### src/rtl/vector_ctrl_pkg.sv
// Shared encodings for the G2 vector-group main decoder: opcodes, ALU ops
// and the bundled control word carried through the pipeline register.
package vector_ctrl_pkg;

  localparam logic [4:0] OP_VADD = 5'b10000;
  localparam logic [4:0] OP_VSUB = 5'b10001;
  localparam logic [4:0] OP_VMUL = 5'b10010;
  localparam logic [4:0] OP_VLDR = 5'b10100;
  localparam logic [4:0] OP_VSTR = 5'b10101;

  typedef enum logic [1:0] {
    ALU_ADD = 2'b00,
    ALU_SUB = 2'b01,
    ALU_MUL = 2'b10
  } alu_op_e;

  typedef struct packed {
    alu_op_e alu_op;
    logic    vect_dst;
    logic    vector_read;
    logic    mem_write;
    logic    vect_write;
    logic    vect_src1;
    logic    vect_src2;
    logic    illegal;
  } vctrl_t;

  // Unrecognised opcodes decode to a bubble that raises illegal and no strobes
  localparam vctrl_t VCTRL_NOP = '{
    alu_op: ALU_ADD, vect_dst: 1'b0, vector_read: 1'b0, mem_write: 1'b0,
    vect_write: 1'b0, vect_src1: 1'b0, vect_src2: 1'b0, illegal: 1'b1
  };

  // Register contents while held in reset: everything low, illegal included
  localparam vctrl_t VCTRL_RST = '{
    alu_op: ALU_ADD, vect_dst: 1'b0, vector_read: 1'b0, mem_write: 1'b0,
    vect_write: 1'b0, vect_src1: 1'b0, vect_src2: 1'b0, illegal: 1'b0
  };

endpackage

### src/rtl/vector_ctrl_decode.sv
// Combinational opcode-to-control-word decode for the vector datapath group.
module vector_ctrl_decode
  import vector_ctrl_pkg::*;
(
  input  logic [4:0] opcode,
  output vctrl_t     ctrl
);

  // Map each legal G2 opcode to its control row; all else is a NOP
  always_comb begin
    ctrl = VCTRL_NOP;
    unique case (opcode)
      OP_VADD: ctrl = '{alu_op: ALU_ADD, vect_dst: 1'b1, vector_read: 1'b0, mem_write: 1'b0,
                        vect_write: 1'b1, vect_src1: 1'b1, vect_src2: 1'b1, illegal: 1'b0};
      OP_VSUB: ctrl = '{alu_op: ALU_SUB, vect_dst: 1'b1, vector_read: 1'b0, mem_write: 1'b0,
                        vect_write: 1'b1, vect_src1: 1'b1, vect_src2: 1'b1, illegal: 1'b0};
      OP_VMUL: ctrl = '{alu_op: ALU_MUL, vect_dst: 1'b1, vector_read: 1'b0, mem_write: 1'b0,
                        vect_write: 1'b1, vect_src1: 1'b1, vect_src2: 1'b1, illegal: 1'b0};
      OP_VLDR: ctrl = '{alu_op: ALU_ADD, vect_dst: 1'b1, vector_read: 1'b1, mem_write: 1'b0,
                        vect_write: 1'b1, vect_src1: 1'b0, vect_src2: 1'b0, illegal: 1'b0};
      // Store reads its data from the vector file but writes nothing back
      OP_VSTR: ctrl = '{alu_op: ALU_ADD, vect_dst: 1'b0, vector_read: 1'b0, mem_write: 1'b1,
                        vect_write: 1'b0, vect_src1: 1'b0, vect_src2: 1'b1, illegal: 1'b0};
      default: ctrl = VCTRL_NOP;
    endcase
  end

endmodule

### src/rtl/vector_ctrl_unit.sv
// Vector-group main decoder: combinational decode followed by a single
// pipeline register bank so every control output comes straight from a flop.
module vector_ctrl_unit
  import vector_ctrl_pkg::*;
(
  input  logic       clk,
  input  logic       rst_n,
  input  logic [4:0] Opcode,
  output logic [1:0] ALU_Vectorial,
  output logic       VectDst,
  output logic       Vector_Read,
  output logic       MemWrite_vector,
  output logic       Vect_Write,
  output logic       Vect_Src1,
  output logic       Vect_Src2,
  output logic       illegal
);

  vctrl_t ctrl_s;
  vctrl_t ctrl_r;

  vector_ctrl_decode u_decode (
    .opcode (Opcode),
    .ctrl   (ctrl_s)
  );

  // Pipeline register: reloads every cycle, cleared asynchronously
  always_ff @(posedge clk or negedge rst_n) begin
    if (!rst_n) begin
      ctrl_r <= VCTRL_RST;
    end else begin
      ctrl_r <= ctrl_s;
    end
  end

  assign ALU_Vectorial   = ctrl_r.alu_op;
  assign VectDst         = ctrl_r.vect_dst;
  assign Vector_Read     = ctrl_r.vector_read;
  assign MemWrite_vector = ctrl_r.mem_write;
  assign Vect_Write      = ctrl_r.vect_write;
  assign Vect_Src1       = ctrl_r.vect_src1;
  assign Vect_Src2       = ctrl_r.vect_src2;
  assign illegal         = ctrl_r.illegal;

endmodule

### config.mk
export PLATFORM = sky130hd
export DESIGN_NAME = vector_ctrl_unit
export DESIGN_NICKNAME = d
export VERILOG_FILES = /design/src/rtl/vector_ctrl_pkg.sv /design/src/rtl/vector_ctrl_decode.sv /design/src/rtl/vector_ctrl_unit.sv
export SDC_FILE = /design/constraint.sdc
export NUM_CORES = 1
export LEC_CHECK = 0
export BUFFER_PORTS_ARGS = -buffer_cell sky130_fd_sc_hd__buf_4
export CAP_MARGIN = 20
export CORE_AREA = 4 4 41 43
export DETAILED_ROUTE_END_ITERATION = 8
export DIE_AREA = 0 0 45 47
export SLEW_MARGIN = 20
export SYNTH_ARGS = -nofsm -noshare
export SYNTH_HDL_FRONTEND = slang
export SYNTH_SLANG_ARGS = --single-unit
### constraint.sdc
create_clock -name clk -period 1.2 [get_ports clk]
set_clock_uncertainty 0.2 [all_clocks]
set_input_delay 0.06 -clock clk [delete_from_list [all_inputs] [get_ports clk]]
set_output_delay 0.06 -clock clk [all_outputs]
set_load 0.1 [all_outputs]
==> summary.txt, run 1 <==
Run status
  – Status: complete, but fails checks
  – Failing checks: hold timing, setup timing

Timing
  – Setup WS post-layout: -0.0154 ns
  – Worst hold margin: -0.106 ns
  – Final Max Slew Viols: 0
  – Minimum clock period: approximately 1.2 ns
  – Fin crit share: 101%
  – Final setup TNS: -0.0303 ns
  – Max-slew headroom: 81.4%
  – Peak Freq: 823 MHz
  – Worst-Margin Slew: between 0.2 and 0.3 ns
  – Final setup vio count: 2
  – RSZ-0062 raised after global routing: yes
  – Final hold vios: 6

CTS
  – Clock-pin slew on the worst setup and hold paths: ~0.050 ns
  – CTS tree: done
  – H-tree levels: 1
  – Clk root buf: clkbuf_4
  – CTS Hold Bufs: 6
  – Max Buffers Root-to-Sink: 2
  – TritonCTS Buffers: 3
  – Postcts setup bufs: 0
  – Clock sinks: 8

Synthesis
  – Syn_nets: 30
  – Sequential share of the synthesized area: 61.8%
  – Cells after synthesis: 23
  – Syn Area/Cell: 14.1 µm²
  – Post-Syn Area: 324 µm²
  – Ys Warns: 0
  – Unique cell type count in the Yosys netlist: 12
  – Post-synthesis register bit count: 8

Routing
  – Drt drc: 0
  – 1st-iter DRT viols: 3
  – Post-Route WL: 629 µm
  – Vias: 259
  – Post-route ant nets: 0
  – Vias per cell: 4.25
  – Drt wl/cell: a little over 10 µm
  – DR pass1 iterations: 2

Critical path
  – Max FO, Critical Path: 2
  – CP Launch Type: flip-flop
  – Crit path kind: flip-flop to primary output
  – CP Cell Sequence: buf_4
  – Worst Path Required: 0.94 ns
  – Buf+Inv Stages, Crit Path: 1
  – Crit-path max cell delay: about 0.47 ns
  – Slowest cell on the critical path: dfrtp_4
  – Cell family with most CP delay: flip-flops
  – CP endpoint kind: primary output
  – Worst Path Arrival: 0.96 ns

Power
  – Worst vdd ir: 0.000440 V
  – Leakage: 0.253 nW
  – Pwr dens: ~1200 nW/µm²

Floorplanning
  – Std cell rows: 13
  – Die Ht: 47 µm
  – Chip width: roughly 45 µm
  – Core Footprint: 1300 µm²
  – # IOs: 16
  – Initial Util: 24.9%
  – Die area: 2120 µm²

Placed design
  – GPL Wtd Cong: about 0.66
  – Port Buffers: 15
  – Post-DP HPWL: about 470 µm
  – Worst slack, placed: between 0.2 and 0.25 ns

GRT
  – First-pass GRT wire length: 1070 µm
  – Vias in the first global route: 261
  – Total GRT Usage: 8.07%
  – Initial antenna violation count: 0
  – Pin count of the biggest net entering global routing: 10
  – Grt ovf: 0

Cells and area
  – Multi-input gate area: about 110 µm²
  – Filler Cell Count: 142
  – N_diodes: 0
  – Area grow syn2layout: 65.6%
  – Nets: between 50 and 60
  – Ratio of cells with drive above 1 in the final layout: 52.2%
  – FF/Latch Area: slightly above 200 µm²

Flow run
  – Max cap viols: 0

Hold path
  – Hold WC Path Type: input port to flip-flop
==> per-stage QoR <==
stage | cell area (µm²) | utilization (%) | total power, W | instances
final | 537 | 41.3 | 0.000650 | 61
after global routing | 537 | 41.3 | 0.000674 | 61
after CTS | 527 | 40.5 | 0.000656 | 61
after detailed placement | 440 | 33.8 | 0.000425 | 51
after global placement | 440 | 33.8 | 0.000424 | 51
after floorplan | 332 | - | 0.000386 | 23
==> kinds of logic after synthesis <==
kind of cell | synth area share, %
buffers and inverters | 5.79
AND/OR/NAND/NOR | 22.8
adder cells (fa/ha/maj) | 3.47
AO/OA/AOI/OAI | 6.17
flip-flops | 61.8
==> state kept, by name, indices dropped and copies added, names as in the netlist <==
register,count
ALU_Vectorial,2
MemWrite_vector,1
VectDst,1
Vect_Src1,1
Vect_Src2,1
Vector_Read,1
illegal,1
==> cell usage in the layout, fill, tap and decap left out, drive strengths merged <==
master       Yosys  layout
maj3             1       1
nand2            1       1
buf              2      15
dfrtp            8       8
nor2b            2       2
o21ai            1       1
nor2             1       1
nor4b            3       3
a211oi           2       2
dlygate4sd3      0       6
nand2b           1       1
clkbuf           0       4
and4b            1       1
==> layer usage <==
layer	wire length (µm)	GRT usage (%)	share of wire (%)
met1	189	6.59	30
met2	377	12.7	60
met3	43	2.68	6.8
met4	19	12.3	3.0
met5	0	0	0
==> synth_stat cells <==
library cell / n / share of area, %
dfrtp_1: 8 / 62
buf_6: 1 / 3.5
and4b_2: 1 / 3.5
a211oi_1: 2 / 4.6
nor2_2: 1 / 1.9
nor2b_1: 2 / 3.9
nor4b_1: 3 / 8.1
o21ai_0: 1 / 1.5
buf_4: 1 / 2.3
maj3_2: 1 / 3.5
nand2_1: 1 / 1.2
nand2b_4: 1 / 4.2
==> tightest hold or removal path, stage by stage <==
cell	delay, ns
buf_4	0.12
nand2b_4	0.09
nor2_2	0.04
==> final timing paths <==
path,to,from,cells after the start,slack [ns]
max,VectDst,VectDst$_DFF_PN0_,1,-0.02
min in group asynchronous,VectDst$_DFF_PN0_,rst_n,3,0.51
min,VectDst$_DFF_PN0_,Opcode[4],3,-0.11
max in group asynchronous,VectDst$_DFF_PN0_,rst_n,3,0.16
==> where the power goes <==
group,switching (W),internal [W]
combinational,0.000104,0.0000515
clock,0.0000855,0.000127
sequential,0.00000243,0.000279
==> layout make-up <==
type                            count  area share [%]
Clock buffer                        4            4.90
Multi-Input combinational cell     13            20.7
Sequential cell                     8            38.0
Tap cell                           15            3.50
Timing Repair Buffer               21            32.9
==> what timing repair did <==
item	in CTS	in global routing
setup endpoints to repair	2	3
hold endpoints to repair	16	6
gates cloned	0	0
gates resized for setup	0	2
(Power assumes the default switching activity.)
==> inputs of run 2 (changes only) <==
--- a/config.mk
+++ b/config.mk
@@ -13,4 +13,5 @@
 export SLEW_MARGIN = 20
 export SYNTH_ARGS = -nofsm -noshare
 export SYNTH_HDL_FRONTEND = slang
+export SYNTH_HIERARCHICAL = 1
 export SYNTH_SLANG_ARGS = --single-unit
==> run 2 against run 1 <==
Compared with the run above:
- the run ends with hold timing left
- via count increased by 0.39%
- die area unchanged
- combinational power increased by 4%
- global-route usage increased by 0.66 points
- critical path type is now input port to flip-flop
- non-clock buffer count decreased by 1
==> summary.txt, run 2 <==
Cells and area
  – Area grow syn2layout: 62.9%
  – Nets: 54
  – Most common cell after layout, fill and taps aside: buf_4
  – Max reg flops: 2
  – Commonest non-fill, non-tap cells in the layout: buf_4 (11), dfrtp_1 (9), dlygate4sd3_1 (6)
  – N_diodes: 0
  – Ratio of cells with drive above 1 in the final layout: approximately 50%

Routing
  – 1st-iter DRT viols: 5
  – Drt wl/cell: 10.9 µm
  – DR pass1 iterations: 3
  – Vias: 260
  – Vias per cell: 4.26
  – Post-route ant nets: 0
  – Post-Route WL: 666 µm
  – Drt drc: 0

Critical path
  – Worst Path Required: 1.18 ns
  – CP endpoint kind: flip-flop
  – Crit path kind: input port to flip-flop
  – Buf+Inv Stages, Crit Path: 2
  – CP Cell Sequence: dlygate4sd3_1, buf_6, maj3_2, nor2_4
  – Setup crit start: Opcode[2]
  – Cell family with most CP delay: buffers and inverters
  – Worst Path Arrival: around 1.2 ns
  – CP Launch Type: input port
  – Max FO, Critical Path: 8
  – Slowest cell on the critical path: dlygate4sd3_1
  – Crit-path max cell delay: 0.55 ns

CTS
  – Max Buffers Root-to-Sink: 2
  – Clock sinks: 9
  – Clk root buf: clkbuf_4
  – H-tree levels: 1
  – Clock-pin slew on the worst setup and hold paths: roughly 0.060 ns
  – CTS Hold Bufs: 6
  – TritonCTS Buffers: 3
  – CTS tree: done

GRT
  – Global Route met3 Usage: 2.68%
  – Pin count of the biggest net entering global routing: 10
  – Total GRT Usage: 8.73%
  – GR Util met1: 8.06%
  – Grt ovf: 0
  – Vias in the first global route: roughly 280
  – First-pass GRT wire length: around 1200 µm
  – M2 GR Usage: 13.3%
  – Initial antenna violation count: 0
  – GRT busiest layer: met2

Timing
  – Final Max Slew Viols: 0
  – Peak Freq: between 800 and 900 MHz
  – RSZ-0062 raised after global routing: no
  – Fin crit share: 98.5%
  – Minimum clock period: ~1.2 ns
  – Worst hold margin: -0.0706 ns
  – Final hold vios: 8
  – Worst-Margin Slew: 0.268 ns
  – Final setup vio count: 0
  – Max-slew headroom: roughly four fifths
  – Final setup TNS: 0 ns

Placed design
  – Port Buffers: 15
  – GPL Wtd Cong: 0.767
  – Post-DP HPWL: 488 µm

Floorplanning
  – Chip width: 45 µm
  – Die Ht: ~47 µm
  – Die area: 2120 µm²
  – Initial Util: 26.9%
  – Std cell rows: 13
  – # IOs: 16
  – Core Footprint: 1300 µm²

Synthesis
  – Synth area leader: dfrtp_1
  – Unique cell type count in the Yosys netlist: 13
  – Ranking of synthesized cells by area: dfrtp_1 (64%), nor4b_1 (7.5%), a211oi_1 (4.3%)
  – Top cells by count, synth: dfrtp_1 (9), nor4b_1 (3), a211oi_1 (2)
  – Most numerous cell in the Yosys netlist: dfrtp_1
  – Ys Warns: 6
  – Post-synth EDFFs: 0
  – Post-synthesis register bit count: 9
  – Sequential share of the synthesized area: between 60% and 70%
  – Post-synth ARST share: 100%
  – Post-Syn Area: 350 µm²
  – Yosys top cell area share: between 60% and 70%
  – Syn Area/Cell: 14.6 µm²
  – Syn_nets: 31
  – Main flop type after synthesis: dfrtp_1
  – Cells after synthesis: 24

Run status
  – Failing checks: hold timing
  – Status: complete, but fails checks

Hold path
  – Hold WC Path Type: input port to flip-flop
  – Hold EP: Vect_Write$_DFF_PN0_
  – Min-delay src: Opcode[3]
  – Hold path depth: 3

Power
  – Total power draw: roughly 0.0007 W
  – Leakage: 0.269 nW
  – Worst vdd ir: 0.000458 V
  – Pwr dens: 1220 nW/µm²

Flow run
  – Max cap viols: 0
[run 2: worst max-delay path by stage]
stage	depth (start not counted)	endpoint	slack (ns)
floorplan	0	ALU_Vectorial[0]	0.06
global placement	3	Vector_Read$_DFF_PN0_	0.24
detailed placement	3	ALU_Vectorial[0]$_DFF_PN0_	0.25
CTS	4	VectDst$_DFF_PN0_	0.02
global route	4	VectDst$_DFF_PN0_	0.004
finish	4	VectDst$_DFF_PN0_	0.02
[run 2: worst min-delay path: stages]
cell,delay (ns)
buf_4,0.08
nand2b_4,0.16
nor2_4,0.05
[run 2: layout make-up]
class	instances	area, µm²
Multi-Input combinational cell	13	124
Sequential cell	9	225
Timing Repair Buffer	20	176
Tap cell	15	18.8
Clock buffer	4	26.3
Fill cell	142	731
[run 2: power by group]
part | switching, W | internal (W)
sequential | 0.00000239 | 0.000313
clock | 0.0000938 | 0.000127
combinational | 0.000109 | 0.0000531
[run 2: timing repair]
| item | CTS | global route |
|---|---|---|
| setup endpoints to repair | 0 | 5 |
| setup buffers | 0 | 0 |
| resized for setup | 0 | 6 |
| hold endpoints to repair | 18 | 8 |
[run 2: per-stage QoR]
step	hold WS, ns	instances	area, µm²	setup WS [ns]	utilization, %
2_1_floorplan	-0.436	24	350	0.0567	-
3_3_place_gp	-0.317	52	463	0.240	35.6
3_5_place_dp	-0.314	52	463	0.249	35.6
4_1_cts	-0.0935	62	549	0.0197	42.2
5_1_grt	-0.0663	61	571	0.00397	43.8
6_report	-0.0706	61	571	0.0178	43.8
[run 2: kinds of logic (layout without fill, tap and decap cells)]
kind of cell / Yosys count / after routing / synth area share, %
AO/OA/AOI/OAI: 3 / 3 / 5.71
adder cells (fa/ha/maj): 1 / 1 / 3.21
AND/OR/NAND/NOR: 9 / 9 / 21.4
buffers and inverters: 2 / 24 / 5.36
flip-flops: 9 / 9 / 64.3
[run 2: per-layer routing]
layer  vias to the layer above  wire (µm)  part of all wire [%]
met5                         -          0                     0
met4                         0         27                   4.1
met2                        12        359                    54
met3                         2         52                   7.8
met1                       117        227                    34
li1                        129          -                     -
==> inputs of run 3 (changes only) <==
--- a/config.mk
+++ b/config.mk
@@ -5,7 +5,7 @@
 export SDC_FILE = /design/constraint.sdc
 export NUM_CORES = 1
 export LEC_CHECK = 0
-export BUFFER_PORTS_ARGS = -buffer_cell sky130_fd_sc_hd__buf_4
+export BUFFER_PORTS_ARGS = -buffer_cell sky130_fd_sc_hd__buf_2
 export CAP_MARGIN = 20
 export CORE_AREA = 4 4 41 43
 export DETAILED_ROUTE_END_ITERATION = 8
==> run 3 against run 2 <==
Compared with the run above:
- utilization increased by 7.2 points
- total power increased by 3.4%
- maximum frequency increased by 0.63%
- critical endpoint unchanged
- the run still ends with hold timing left
- via count increased by 1.2%
- non-clock buffer count decreased by 1
- cell area increased by 16%
- sequential power increased by 2%
- combinational power increased by 9%
==> summary.txt, run 3 (synthesized netlist as in run 2, its figures left out) <==
Run status
  – Status: complete, but fails checks
  – Failing checks: hold timing

Cells and area
  – Ratio of cells with drive above 1 in the final layout: 51.1%
  – Max reg flops: 2
  – Filler Cell Count: 116
  – Commonest non-fill, non-tap cells in the layout: dfrtp_1 (9), buf_12 (9), dlygate4sd3_1 (5)
  – Area grow syn2layout: 89.6%
  – Post-route insts no fill: 60
  – N_diodes: 0
  – Nets: 53

GRT
  – Grt ovf: 0
  – Pin count of the biggest net entering global routing: 10
  – Global Route met3 Usage: roughly 3.4%
  – GR Util met1: 7.35%
  – First-pass GRT wire length: 1120 µm
  – Total GRT Usage: under 10%
  – Initial antenna violation count: 0
  – GRT busiest layer: met4
  – Vias in the first global route: 292
  – M2 GR Usage: 12.1%

Timing
  – RSZ-0062 raised after global routing: no
  – Max-slew headroom: 81.0%
  – Final hold vios: 8
  – Worst-Margin Slew: ~0.29 ns
  – Final Max Slew Viols: 0
  – Final setup TNS: 0 ns
  – Minimum clock period: 1.17 ns
  – Final setup vio count: 0
  – Fin crit share: a little over nine tenths
  – Worst hold margin: -0.0684 ns
  – Peak Freq: 851 MHz

Floorplanning
  – Die Ht: between 40 and 50 µm
  – Std cell rows: 13
  – Chip width: 45 µm
  – Initial Util: 26.9%
  – Core Footprint: 1300 µm²
  – # IOs: 16
  – Die area: 2120 µm²

CTS
  – Clock sinks: 9
  – TritonCTS Buffers: 3
  – CTS Hold Bufs: 6
  – Clock-pin slew on the worst setup and hold paths: 0.06 ns
  – Clk root buf: clkbuf_4
  – Max Buffers Root-to-Sink: 2
  – CTS tree: done
  – H-tree levels: 1
  – Postcts setup bufs: 0

Critical path
  – Max FO, Critical Path: 9
  – Critical path depth: 4
  – Slowest cell on the critical path: dlygate4sd3_1
  – Crit path kind: input port to flip-flop
  – CP endpoint kind: flip-flop
  – Worst Path Arrival: 1.16 ns
  – CP endpoint: VectDst$_DFF_PN0_
  – Crit-path max cell delay: 0.53 ns
  – Buf+Inv Stages, Crit Path: 2
  – Worst Path Required: 1.18 ns
  – CP Launch Type: input port
  – CP Cell Sequence: dlygate4sd3_1, buf_2, maj3_2, nor2_2
  – Setup crit start: Opcode[0]
  – Cell family with most CP delay: buffers and inverters

Hold path
  – Hold WC Path Type: input port to flip-flop

Routing
  – DR pass1 iterations: 1
  – Drt wl/cell: 9.50 µm
  – Drt drc: 0
  – Post-route ant nets: 0
  – Vias: 263
  – Vias per cell: 4.38
  – 1st-iter DRT viols: 0
  – Post-Route WL: 570 µm

Placed design
  – Dpl cells: 52
  – Port Buffers: 15
  – GPL Wtd Cong: 0.668

Power
  – Pwr dens: between 1000 and 1500 nW/µm²
  – Total power draw: 0.000722 W
  – Leakage: around 0.3 nW
  – Worst vdd ir: 0.000491 V

Flow run
  – Max cap viols: 0
run 3: stage by stage:
stage | hold slack [ns] | worst slack, ns | cell area, µm² | utilization, %
2_1_floorplan | -0.436 | 0.0567 | 350 | -
3_3_place_gp | -0.288 | 0.265 | 561 | 43.1
3_5_place_dp | -0.283 | 0.254 | 561 | 43.1
4_1_cts | -0.0910 | 0.0272 | 647 | 49.7
5_1_grt | -0.0621 | 0.0106 | 664 | 51.1
6_report | -0.0684 | 0.0252 | 664 | 51.1
run 3: where the power goes:
group          internal [W]  switching, W  total [W]
Clock              0.000128     0.0000974   0.000225
Combinational     0.0000708      0.000105   0.000176
Sequential         0.000313    0.00000755   0.000321
run 3: layer usage:
| metal | vias up | routed length [µm] |
|---|---|---|
| li1 | 125 | - |
| met1 | 124 | 196 |
| met2 | 12 | 315 |
| met3 | 2 | 40 |
| met4 | 0 | 17 |
| met5 | - | 0 |
run 3: repair_timing:
| action | in CTS | in global routing |
|---|---|---|
| resized for setup | 0 | 7 |
| hold endpoints to repair | 18 | 8 |
| endpoints found under the setup margin | 0 | 6 |
run 3: cell type report:
type	count	area (µm²)	area share, %
Timing Repair Buffer	19	269	40.5
Sequential cell	9	225	33.9
Clock buffer	4	26.3	3.95
Tap cell	15	18.8	2.82
Multi-Input combinational cell	13	125	18.8
run 3: worst min path at each step:
stage / startpoint / to / cells past startpoint
final: Opcode[3] / Vect_Write$_DFF_PN0_ / 3
after global routing: Opcode[3] / VectDst$_DFF_PN0_ / 3
after CTS: Opcode[3] / Vect_Write$_DFF_PN0_ / 3
after detailed placement: rst_n / Vect_Write$_DFF_PN0_ / 1
after global placement: rst_n / Vect_Write$_DFF_PN0_ / 1
after floorplan: rst_n / ALU_Vectorial[0]$_DFF_PN0_ / 0
